File: src/rtl/fetch_pkg.sv
// fetch_pkg: shared constants and types for the fetch stage
package fetch_pkg;
  localparam logic [31:0] NOP_INSTR = 32'h0000_0013;
  localparam int unsigned INSTR_BYTES = 4;
  typedef enum logic [1:0] {
    FC_NONE     = 2'b00,
    FC_MISALIGN = 2'b01,
    FC_RANGE    = 2'b10
  } fault_cause_e;
endpackage

File: src/rtl/fetch_unit_pc_gen.sv
// pc_gen: next-fetch PC register, fetch address mux and bad-address check
module pc_gen
  import fetch_pkg::*;
#(
  parameter logic [31:0] RESET_PC = 32'h0000_0000,
  parameter int unsigned MEM_SIZE = 256
) (
  input  logic         clk,
  input  logic         rst,
  input  logic         redirect_i,
  input  logic [31:0]  redirect_pc_i,
  input  logic         hold_i,
  input  logic [31:0]  pc_d1_i,
  input  logic         load_i,
  output logic [31:0]  imem_addr_o,
  output logic         bad_o,
  output fault_cause_e cause_o
);
  localparam logic [31:0] LAST_PC = 32'(MEM_SIZE - INSTR_BYTES);
  logic [31:0] pc_q, pc_d;
  // Pick the fetch address and classify it; misalignment outranks range
  always_comb begin
    imem_addr_o = redirect_i ? redirect_pc_i : hold_i ? pc_d1_i : pc_q;
    cause_o = imem_addr_o[1:0] != 2'b00 ? FC_MISALIGN : imem_addr_o > LAST_PC ? FC_RANGE : FC_NONE;
    bad_o = cause_o != FC_NONE;
    pc_d = load_i ? imem_addr_o + 32'(INSTR_BYTES) : pc_q;
  end
  // Next-fetch PC advances only past an accepted good fetch
  always_ff @(posedge clk) begin
    if (rst) pc_q <= RESET_PC;
    else pc_q <= pc_d;
  end
endmodule

File: src/rtl/fetch_unit.sv
// fetch_unit: PC generation and fetch alignment ahead of a registered imem
module fetch_unit
  import fetch_pkg::*;
#(
  parameter logic [31:0] RESET_PC = 32'h0000_0000,
  parameter int unsigned MEM_SIZE = 256
) (
  input  logic        clk,
  input  logic        rst,
  input  logic        stall,
  input  logic        redirect,
  input  logic [31:0] redirect_pc,
  output logic [31:0] imem_addr,
  input  logic [31:0] imem_instr,
  output logic [31:0] if_pc,
  output logic [31:0] if_instr,
  output logic        if_valid,
  output logic        fault,
  output logic [1:0]  fault_cause,
  output logic [31:0] fetch_count
);
  logic [31:0] pc_d1_q, pc_d1_d, cnt_q, cnt_d;
  logic v_d1_q, v_d1_d, fault_q, fault_d, take, hold, bad;
  fault_cause_e cause_q, cause_d, cause;
  assign take = redirect | (~fault_q & ~stall);
  assign hold = stall & ~fault_q;
  pc_gen #(.RESET_PC(RESET_PC), .MEM_SIZE(MEM_SIZE)) u_pc_gen (
    .clk          (clk),
    .rst          (rst),
    .redirect_i   (redirect),
    .redirect_pc_i(redirect_pc),
    .hold_i       (hold),
    .pc_d1_i      (pc_d1_q),
    .load_i       (take & ~bad),
    .imem_addr_o  (imem_addr),
    .bad_o        (bad),
    .cause_o      (cause)
  );
  // A taken fetch either delivers next cycle or enters/updates the fault
  always_comb begin
    pc_d1_d = take && !bad ? imem_addr : pc_d1_q;
    v_d1_d = take ? !bad : v_d1_q;
    fault_d = take ? bad : fault_q;
    cause_d = take ? cause : cause_q;
    cnt_d = cnt_q + 32'(v_d1_q & ~stall & ~redirect);
  end
  // Fetch tracking, fault and accepted-instruction counter registers
  always_ff @(posedge clk) begin
    if (rst) begin
      pc_d1_q <= '0;
      v_d1_q <= 1'b0;
      fault_q <= 1'b0;
      cause_q <= FC_NONE;
      cnt_q <= '0;
    end else begin
      pc_d1_q <= pc_d1_d;
      v_d1_q <= v_d1_d;
      fault_q <= fault_d;
      cause_q <= cause_d;
      cnt_q <= cnt_d;
    end
  end
  assign if_pc = pc_d1_q;
  assign if_valid = v_d1_q;
  assign if_instr = v_d1_q ? imem_instr : NOP_INSTR;
  assign fault = fault_q;
  assign fault_cause = cause_q;
  assign fetch_count = cnt_q;
endmodule
File: config.mk
export PLATFORM = sky130hd
export DESIGN_NAME = fetch_unit
export DESIGN_NICKNAME = d
export VERILOG_FILES = /design/src/rtl/fetch_pkg.sv /design/src/rtl/fetch_unit_pc_gen.sv /design/src/rtl/fetch_unit.sv
export SDC_FILE = /design/constraint.sdc
export NUM_CORES = 1
export LEC_CHECK = 0
export CORE_MARGIN = 2
export CORE_UTILIZATION = 47
export CTS_CLUSTER_SIZE = 14
export DETAILED_ROUTE_END_ITERATION = 8
export HOLD_SLACK_MARGIN = 0.03
export PLACE_DENSITY = 0.88
export SLEW_MARGIN = 20
export SYNTH_ARGS = -nofsm -noshare
export SYNTH_HDL_FRONTEND = slang
export SYNTH_SLANG_ARGS = --single-unit
File: constraint.sdc
create_clock -name clk -period 8.18 [get_ports clk]
set_clock_uncertainty 0.15 [all_clocks]
set_input_delay 1.227 -clock clk [delete_from_list [all_inputs] [get_ports clk]]
set_output_delay 1.227 -clock clk [all_outputs]
set_load 0.1 [all_outputs]
# Yosys cells after proc, flatten, opt, wreduce, memory -nomap -nowiden
# Index checks and enable logic that the tools add are counted.
op_classes:
  addsub: 2
  magnitude_cmp: 1
  n_mux: 5
  n_bitwise: 11
  n_reduce_logical: 4
ops:
  columns: ["operator", "n"]
  rows:
  - ["$mux W32", 3]
  - ["$not A1 Y32", 2]
  - ["$add A32 B3 Y32 const B", 1]
  - ["$add A32 B32 Y32", 1]
  - ["$and A1 B32 Y32", 1]
  - ["$and A32 B32 Y32", 1]
  - ["$gt A32 B8 Y1 const B", 1]
  - ["$mux W2", 2]
  - ["$reduce_bool A2 Y1", 2]
  - ["$and A1 B1 Y1", 3]
  - ["$not A1 Y1", 3]
  - ["$logic_and A1 B1 Y1", 1]
  - ["$logic_not A1 Y1", 1]
  - ["$or A1 B1 Y1", 1]
totals:
  register_bits: 100
  input_bits: 68
  output_inout_bits: 132

# Longest topological paths before layout
depth:
  ltp_word: 10
  mapped_depth: 14

# By module
# A second synthesis with hierarchy kept.
hier_totals:
  cells_unflattened: 698
  area_unflattened_um2: 5562.8
by_module_without_submodules:
  columns: ["module", "instances", "cells_per_inst", "area_per_inst_um2", "seq_area_each_um2"]
  rows:
  - ["fetch_unit", 1, 365, 2975.4, 1361.3]
  - ["pc_gen", 1, 333, 2587.5, 640.6]

# Worst setup path before layout
# OpenSTA, ideal clock, no wires.
synth_timing:
  path_type: "input to output"
  from: "in stall"
  to: "out imem_addr[10]"
  arrival_time_ns: 4.063
  slack_ns: 2.740
  stages: 4
  path_cell_list: "nor2b_1 -> buf_4 -> buf_6 -> o311ai_1"
synth_between:
  elab_chain_len: 3
synth_rtl:
  columns: ["item", "line", "text"]
  rows:
  - ["start, declared", "fetch_unit.sv:10", "input logic stall,"]
  - ["$and A1 B1 Y1", "fetch_unit.sv:26", "assign hold = stall & ~fault_q;"]
  - ["$mux W32 (2 in series)", "fetch_unit_pc_gen.sv:23", "imem_addr_o = redirect_i ? redirect_pc_i : hold_i ? pc_d1_i : pc_q;"]
  - ["end, declared", "fetch_unit.sv:13", "output logic [31:0] imem_addr,"]
# No other way between the ends.

# Worst setup path after layout
layout_timing:
  from: "in stall"
  to: "out imem_addr[8]"
# The elaborated chain is that of the path after synthesis.

==> results <==
- Counting cells, the worst reg-to-reg path comes to 6.
- The flop and latch count out of synthesis is 98.
- Hold is met by 299 ps.
- The HPWL after detailed placement is just under 10 mm.
- The count of hold-fix buffers inserted at cts is 0.
- Along the worst path, the maximum fanout reaches 34.
- STA classifies the critical path endpoint as an output port.
- The cell count after synthesis came out at ~530.
- Including well taps, the total number of placed cells is 822.
- The count of input and output buffers is 199.
- The TritonCTS clock tree is yes.
- The final total negative setup slack is 0 ps.
- The initial core utilization is 48.8%.
- The critical register-to-register path startpoint is fault.
- The path type of the worst setup path is in -> out.
- The clock reaches the later pin of the worst-skew pair after 340 ps.
- Setup repair after global routing left no endpoint under its margin.
- The flip-flop cell with the highest count after synthesis is sky130_fd_sc_hd__dfxtp_1.
- The worst flop-to-flop path endpoint is u_pc_gen.pc_q[4].
- The number of buffers inserted by post-CTS setup repair is 0.
- The multi-input combinational cell area is 2440 µm².
- The sequential fraction of the synthesis area is 40.8%.
- The fraction of registers with async set or reset after synthesis is 0%.
- The core area is 9860 µm².
- The setup slack on the worst flop-to-flop path is 4470 ps.
- The die area is 11100 µm².
- The total number of vias is 4470.
- The flow ran to the end, and the final reports show no timing, DRC or antenna violations.
- The total track usage is 23.6%.
- In this run the number of H-tree levels came out at 3.
- The count of standard-cell rows is 36.
- Compared with the post-synthesis result, the final layout area differs by 43.4%.
- The global-route congestion overflow total is 0.
- At the end of routability-driven placement, the weighted congestion stood at 0.825.
- Dividing the detail-routed wire length by the instance count gives 16.1 µm.
- The startpoint class of the critical path is an input pin.
- Static timing analysis puts the maximum clock frequency at 0.186 GHz.
- Dividing the detail-routed via count by the number of cells gives approximately 5.3.
- The number of placed I/O pins is 200.
- The number of nets handed over by synthesis was 599.
- The number of resized instances in the post-cts repair step is 0.
- The hold path startpoint is u_pc_gen.pc_q[22].
- By count the netlist is led by sky130_fd_sc_hd__dfxtp_1 (98), sky130_fd_sc_hd__and2_1 (56), sky130_fd_sc_hd__nand2_1 (44).
- The sequential standard cell area is 1960 µm².
- The longest clock path from root to sink contains 2 buffers.
- Of the available clock period, the critical path in the final layout requires 65.9%.
- From left edge to right edge, the die measures around 110 µm.
- The cell area that synthesis handed to floorplanning was between 4000 and 5000 µm².
- The count of routing violations after the opening detailed-route iteration is 193.
- After filler insertion, the fill cell instance count of the layout stands at 756.
- The clock tree root buffer cell is sky130_fd_sc_hd__clkbuf_8.
- The synthesized area divided by synthesized cell count is 9.11 µm².
- The share of layout cells above drive strength 1 is under 10%.
- The worst hold path was traced through 2 stages.
- At the pin with the least slew margin, the transition time is between 1000 and 1500 ps.
- The most common cell in the synthesized netlist is sky130_fd_sc_hd__dfxtp_1.
- Power spread over the standard cell area amounts to 141 nW/µm².
- The final non-filler cell total is 838.
- In the routed design, unresolved DRC markers number 0.
- The global-route wire length before repair is 21.4 mm.
- The number of max-slew violations in the final report was 0.
- The fraction of synthesized cell area taken by the top area cell type is 40.8%.
- The number of antenna diodes is 0.
- After synthesis, the cell types taking the most area are sky130_fd_sc_hd__dfxtp_1 (41%), sky130_fd_sc_hd__and2_1 (7.3%), sky130_fd_sc_hd__or4bb_1 (4.7%).
- STA puts the critical path data arrival time at 4010 ps.
- The setup violation total in the final timing report is 0.
- After detailed routing, the total wire length is 13.5 mm.
- The number of hold violations in the final report is 0.
- The clock net in this run drives a total of slightly below 100 sinks.
- Entering global routing, the biggest net connects 73 pins.
- The largest voltage drop on the vdd net is about 120 µV.
- The die height is between 100 and 150 µm.
- The total of warnings raised by yosys is 0.
- The static leakage power is 2.39 nW.
- The CTS clock-pin slew for the worst setup and hold paths is 90 ps.
- The first-pass iteration count of the detailed router is 5.
- For the finished layout, the period the worst path requires is 5390 ps.
- The number of enable flip-flop cells after synthesis is 0.
- The initial antenna violation count came to 0.
- In this run the remaining antenna-violating nets after routing total 0.
- The worst pin sits at a relative slew slack of 32.0%.
- The top cell type by total area after synthesis is sky130_fd_sc_hd__dfxtp_1.
- At the end of the flow, the number of nets in the layout was between 700 and 800.
- The synthesized netlist contains 49 unique library cells.
- Across the run, the number of max-cap violations was 0.
- The number of buffers added by the clock tree synthesis step is 9.
- For hold timing, the worst endpoint is u_pc_gen.pc_q[22].
- STA puts the critical path data required time at about 6800 ps.
- The via count of the first global-routing pass is between 4000 and 5000.
- The type of the tightest min-delay check is reg -> reg.
area by class of cell:
cell class / count / area share (%)
Clock inverter: 5 / 0.925
Inverter: 34 / 1.85
Clock buffer: 11 / 1.90
Sequential cell: 98 / 28.5
Multi-Input combinational cell: 355 / 35.4
Timing Repair Buffer: 202 / 29.1
Tap cell: 133 / 2.41
metal layers:
layer | vias up | part of all wire [%] | routed length (µm) | GRT usage [%]
met5 | - | 0 | 0 | 0
met4 | 0 | 1.4 | 195 | 8.19
met3 | 14 | 5.9 | 798 | 4.18
met2 | 171 | 52 | 7020 | 43.1
met1 | 2115 | 40 | 5450 | 27.5
li1 | 2170 | - | - | -
power breakdown:
part	internal, mW	switching [mW]
Combinational	0.0609	0.124
Sequential	0.478	0.00385
Clock	0.144	0.161
per-stage QoR:
stage                     worst slack (ps)  area (µm²)  util, %  power, mW
after floorplan                       2740        4810        -      0.620
after global placement                2460        6700     67.9      0.674
after detailed placement              2360        6700     67.9      0.677
after CTS                             2350        6890     69.9      0.979
after global routing                  2650        6900     69.9       1.01
final                                 2790        6900     69.9      0.972
worst max path at each step:
| stage | start | endpoint | slack (ps) | depth (start not counted) |
|---|---|---|---|---|
| global route | stall | imem_addr[8] | 2650 | 5 |
| global placement | stall | imem_addr[8] | 2460 | 5 |
| CTS | stall | imem_addr[8] | 2350 | 5 |
| floorplan | stall | imem_addr[10] | 2740 | 4 |
| finish | stall | imem_addr[8] | 2790 | 5 |
| detailed placement | stall | imem_addr[8] | 2360 | 5 |
cell usage in the layout, fill, tap and decap left out, types with 2 or more instances in the layout:
master and count:
sky130_fd_sc_hd__o311ai_1 24, sky130_fd_sc_hd__clkbuf_1 2, sky130_fd_sc_hd__nor4_2 4, sky130_fd_sc_hd__xnor2_1 10, sky130_fd_sc_hd__mux2i_1 2, sky130_fd_sc_hd__nand3_1 19
sky130_fd_sc_hd__clkdlybuf4s50_1 197, sky130_fd_sc_hd__buf_2 2, sky130_fd_sc_hd__nor3_1 26, sky130_fd_sc_hd__nor3_2 3, sky130_fd_sc_hd__a221oi_2 2, sky130_fd_sc_hd__xor2_1 23
sky130_fd_sc_hd__nor4b_1 2, sky130_fd_sc_hd__nor2b_1 4, sky130_fd_sc_hd__ha_1 3, sky130_fd_sc_hd__nand4_1 7, sky130_fd_sc_hd__a21oi_1 13, sky130_fd_sc_hd__nand2b_1 6
sky130_fd_sc_hd__nor2_2 2, sky130_fd_sc_hd__nand2_1 44, sky130_fd_sc_hd__a211oi_2 6, sky130_fd_sc_hd__buf_4 3, sky130_fd_sc_hd__or3_1 2, sky130_fd_sc_hd__and3_1 2
sky130_fd_sc_hd__and2_1 56, sky130_fd_sc_hd__nor2_1 34, sky130_fd_sc_hd__o311ai_2 3, sky130_fd_sc_hd__nand4bb_1 7, sky130_fd_sc_hd__dfxtp_1 97, sky130_fd_sc_hd__and4_1 4
sky130_fd_sc_hd__o21ai_1 8, sky130_fd_sc_hd__o21ai_0 2, sky130_fd_sc_hd__inv_1 34, sky130_fd_sc_hd__nor4_1 4, sky130_fd_sc_hd__clkinv_4 2, sky130_fd_sc_hd__or4bb_1 20
sky130_fd_sc_hd__clkbuf_8 9
worst max-delay path: stages:
cell	delay, ps
sky130_fd_sc_hd__clkdlybuf4s50_1	400
sky130_fd_sc_hd__buf_4	240
sky130_fd_sc_hd__nor2b_4	260
sky130_fd_sc_hd__o311ai_1	610
sky130_fd_sc_hd__clkdlybuf4s50_1	1250
kinds of logic after synthesis:
kind of cell,Yosys count,synth area share [%]
simple gates,254,32.3
flops,98,40.8
buf+inv,75,8.63
compound gates,63,11.1
xor+xnor,33,6.01
fa+ha+maj,3,0.780
mux,2,0.416
flip-flops by register name (all words and copies together) (netlist names):
register	flops
u_pc_gen.pc_q	30
fault	1
fault_cause	2
if_pc	32
fetch_count	32
if_valid	1
(Power assumes the default switching activity.)
